File: src/rtl/control_queue.sv
// control_queue: arbitrated command FIFO with sticky overflow and flush.
// Optional: define CONTROL_QUEUE_COALESCE_EN to drop candidates equal to the tail.
module control_queue #(
  parameter int DEPTH = 16,
  parameter int NSRC  = 2,
  parameter int CMD_W = 4
) (
  input  logic                    clk,
  input  logic                    reset_n,
  input  logic [NSRC-1:0]         src_valid,
  input  logic [NSRC*CMD_W-1:0]   src_cmd,
  input  logic                    pop,
  input  logic                    flush,
  output logic [CMD_W-1:0]        cmd_out,
  output logic                    cmd_valid,
  output logic [$clog2(DEPTH):0]  count,
  output logic                    full,
  output logic                    overflow
);

  localparam int AW = $clog2(DEPTH);
  localparam int CW = AW + 1;

  logic [CMD_W-1:0] mem [DEPTH];
  logic [AW-1:0]    wr_ptr;
  logic [AW-1:0]    rd_ptr;
  logic [CW-1:0]    cnt;
  logic             ovf;

  logic             cand_hit;
  logic [CMD_W-1:0] cand;
  logic [CMD_W-1:0] tail;
  logic             empty;
  logic             is_full;
  logic             do_pop;
  logic             dup;
  logic             has_room;
  logic             do_push;
  logic             drop;

  // Lowest-index source carrying a real command wins.
  always_comb begin
    cand_hit = 1'b0;
    cand     = '0;
    for (int i = 0; i < NSRC; i++) begin
      if (!cand_hit && src_valid[i] &&
          src_cmd[i*CMD_W +: CMD_W] != '0) begin
        cand_hit = 1'b1;
        cand     = src_cmd[i*CMD_W +: CMD_W];
      end
    end
  end

  assign empty    = (cnt == '0);
  assign is_full  = (cnt == CW'(DEPTH));
  assign do_pop   = pop && !empty;
  assign tail     = mem[wr_ptr - AW'(1)];
  assign has_room = !is_full || do_pop;

`ifdef CONTROL_QUEUE_COALESCE_EN
  // Tail is the pre-pop value, so a lone popped entry still absorbs a repeat.
  assign dup = !empty && (cand == tail);
`else
  assign dup = 1'b0;
`endif

  assign do_push = cand_hit && !dup && has_room;
  assign drop    = cand_hit && !dup && !has_room;

  always_ff @(posedge clk) begin
    if (!reset_n) begin
      wr_ptr <= '0;
      rd_ptr <= '0;
      cnt    <= '0;
      ovf    <= 1'b0;
    end else if (flush) begin
      wr_ptr <= '0;
      rd_ptr <= '0;
      cnt    <= '0;
      ovf    <= 1'b0;
    end else begin
      if (do_push)
        wr_ptr <= wr_ptr + AW'(1);
      if (do_pop)
        rd_ptr <= rd_ptr + AW'(1);
      unique case (1'b1)
        (do_push && !do_pop): cnt <= cnt + CW'(1);
        (!do_push && do_pop): cnt <= cnt - CW'(1);
        default:              cnt <= cnt;
      endcase
      if (drop)
        ovf <= 1'b1;
    end
  end

  // Storage needs no reset; reads are masked by the count.
  always_ff @(posedge clk) begin
    if (reset_n && !flush && do_push)
      mem[wr_ptr] <= cand;
  end

  assign cmd_out   = empty ? '0 : mem[rd_ptr];
  assign cmd_valid = !empty;
  assign count     = cnt;
  assign full      = is_full;
  assign overflow  = ovf;

endmodule

File: config.mk
export PLATFORM = sky130hd
export DESIGN_NAME = control_queue
export DESIGN_NICKNAME = d
export VERILOG_FILES = /design/src/rtl/control_queue.sv
export SDC_FILE = /design/constraint.sdc
export NUM_CORES = 1
export LEC_CHECK = 0
export CAP_MARGIN = 20
export CORE_MARGIN = 5
export CORE_UTILIZATION = 40
export DETAILED_ROUTE_END_ITERATION = 12
export PLACE_DENSITY = 0.67
export SLEW_MARGIN = 0
export SYNTH_ARGS = -nofsm -noshare
export SYNTH_HDL_FRONTEND = slang
export SYNTH_SLANG_ARGS = --single-unit
File: constraint.sdc
create_clock -name clk -period 3.4 [get_ports clk]
set_input_delay 1.02 -clock clk [delete_from_list [all_inputs] [get_ports clk]]
set_output_delay 1.02 -clock clk [all_outputs]
set_load 0.01 [all_outputs]
==> impl_metrics.yaml <==
run_status:
  status: "finished clean"
cts:
  cts.sinks: 82
  cts_buffers: 9
  clk_latency_ps: 350
  cts_tree: "done"
  root_buffer: "clkbuf_8"
  clk_pin_slew_worst_paths_ps: 70
  cts_max_level: 3
  clockBufferDepth: 2
synth:
  synth_warnings: 0
  yosysTopAreaCellShare_pct: 54.9
  synth-seq-area-share_pct: 65.2
  synthCells: 219
  avgSynthCellArea_um2: 16.0
  yosysTopAreaCell: "edfxtp_1"
  syn-cell-area_um2: 3500
  ys_seq_elements: 82
  yosys-top-cells-area: "edfxtp_1 (55%), mux4_2 (13%), dfxtp_1 (10%)"
  synth.distinct_cells: 39
  synth_fp_nets: 242
global_route:
  grt_overflow: 0
  grt_util_all_layers_pct: 12.8
  antenna_found_initial: 0
  grt_pass1_vias: 2088
  grt_start_max_net_pins: 17
  grt_pass1_wl_um: 10700
place:
  dp.final_hpwl_um: 4510
  post-place-cells: 364
  finalWeightedCongestion: 0.830
  port_buffers: 25
layout:
  final_util_pct: 49.0
  fillers: 728
  diodes: 0
  nNetsFinal: 291
  finalNonFillerCells: 381
  drive_gt1_share_pct: 25.6
  final_common_cell: "edfxtp_1"
  layout_common_cells: "edfxtp_1 (64), nor2_1 (27), clkdlybuf4s50_1 (21)"
  area_delta_synth_final_pct: 20.8
detailed_routing:
  wl_per_cell_um: 16.4
  drtAntennaViolNets: 0
  route.vias.total: 1876
  initialDrtViolationCount: 99
  drc: 0
  wirelength_um: 6250
  dr.pass1.iters: 4
  vias_per_cell: 4.92
die:
  dieHeight_um: 104
  die_width_um: 104
  die_area_um2: 10700
  core_region_area_um2: 8640
  std_cell_rows: 34
  ios: 26
  start_util_pct: 40.5
power_and_ir_drop:
  power.density_nw_per_um2: 457
  vdd_drop_max_mv: 0.251
  p_leak_nw: 1.42
setup_path:
  worstSetupEndpointType: "output pin"
  crit_required_ps: 2380
  cp_cell_sequence: "buf_12 > mux4_2 > mux4_2 > nor2b_1 > clkdlybuf4s15_2"
  cp_slowest_cell: "mux4_2"
  path_max_fanout: 8
  cpLargestDelayFamily: "multiplexers"
  cp_num_buf_inv: 2
  crit_arrival_ps: 2260
  cp_slowest_stage_delay_ps: 540
  cpMostUsedCell: "mux4_2"
  crit_type: "flip-flop to output pin"
  start_kind: "flip-flop"
job:
  cap_violations: 0
timing:
  slew_headroom_pct: 63.5
  rsz0062_at_grt: "no"
  finalCritPeriodShare_pct: 96.4
  hold_violations: 0
  holdWs_ps: 485
  tightest_slew_ps: 548
  max_freq_mhz: 305
  finalSetupTns_ps: 0
  finalCriticalPeriod_ps: 3280
  finClkSkew_ps: 12.3
  setup-violations-final: 0
  maxSlewViolCount: 0
worst_hold_path:
  hp-class: "flip-flop to flip-flop"
-- synth_stat cells --
cell       instances
nand2_1            7
dfxtp_1           18
nand3_1            2
mux4_2            20
nand2b_1           4
o21ai_4            1
nor2b_1            7
buf_1              1
edfxtp_1          64
or4_4              1
nor2_1            28
o211ai_1           1
a21o_1             1
o41ai_1            1
ha_1               8
a2bb2oi_1          1
buf_2              2
o21ai_0            1
nor3_1             4
fa_1               1
xor2_1             3
a21oi_1            4
or3_1              2
clkinv_4           1
nor3b_1            1
a211oi_2           1
a31oi_1            1
and2_1             1
nor2_4             1
a21boi_4           1
inv_1              8
buf_6              1
xnor2_1            5
mux2i_1            4
a22o_1             4
o41ai_2            1
nand4_1            1
clkbuf_1           5
o21a_1             1
-- worst register-to-register path, delay by kind of cell (launching register included) --
kind	cells	cell delay [ps]
compound gates	3	620
fa+ha+maj	1	290
flops	1	350
simple gates	5	1230
-- power breakdown --
| part | leakage [nW] | switching [mW] | total (mW) | internal (mW) |
|---|---|---|---|---|
| clock | 0.0935 | 0.327 | 0.655 | 0.327 |
| combinational | 0.596 | 0.0877 | 0.179 | 0.0908 |
| sequential | 0.728 | 0.00765 | 1.10 | 1.09 |
| total | 1.42 | 0.423 | 1.93 | 1.51 |
-- cell families (layout without fill, tap and decap cells) --
family	after synthesis	count (layout)	share of synthesized area, %
DFF	82	82	65.2
and+or+nand+nor	59	59	8.15
muxes	24	24	14.0
AOI/OAI and AO/OA	19	19	4.86
buffers and inverters	18	72	2.36
adders and majority gates	9	9	3.43
xor gates and xnor gates	8	8	2.00
-- path summary, 6_finish.rpt --
kind | from | end | slack, ps | depth (start not counted)
worst min register to register | overflow$_SDFFE_PP0P_ | overflow$_SDFFE_PP0P_ | 480 | 2
worst min-delay path | overflow$_SDFFE_PP0P_ | overflow$_SDFFE_PP0P_ | 480 | 2
worst max register to register | count[0]$_SDFFE_PP0P_ | count[4]$_SDFFE_PP0P_ | 780 | 9
worst max-delay path | flip-flop | cmd_out[2] | 120 | 5
-- routing by layer --
metal  routed length, um  track usage (%)  up-vias
met5                   0                0        -
met4                  49             4.22        0
met3                 270             4.66        5
met2                3090             20.7       40
met1                2830             16.0      902
li1                    -                -      929
-- layout make-up --
class                   count  area (um2)  share of cell area [%]
inverters                   9        38.8                   0.917
flip-flops and latches     82        2290                    54.0
clock buffers              12         166                    3.93
multi-input cells         119        1140                    26.9
repair buffers             47         440                    10.4
well taps                 108         135                    3.19
clock inverters             4        25.0                   0.592
-- registers in the layout (all words and copies together) (netlist names), named ones only --
register and flops:
wr_ptr 4, count 5, rd_ptr 4, overflow 1, mem 64
-- repair_timing --
item | 4_1_cts | 5_1_grt
gates cloned | 1 | 0
setup buffers | 0 | 0
endpoints found under the setup margin | 4 | 3
gates resized for setup | 16 | 2
endpoints found under the hold margin | 0 | 0
hold buffers | 0 | 0
-- stage by stage --
| step | total power, mW | area (um2) | worst slack [ps] |
|---|---|---|---|
| 6_report | 1.93 | 4230 | 123 |
| 5_1_grt | 2.03 | 4230 | 15.1 |
| 4_1_cts | 1.96 | 4230 | 5.55 |
| 3_5_place_dp | 1.30 | 4010 | -146 |
| 3_3_place_gp | 1.30 | 4010 | -50.5 |
| 2_1_floorplan | 1.22 | 3500 | 382 |
(Power assumes the default switching activity.)
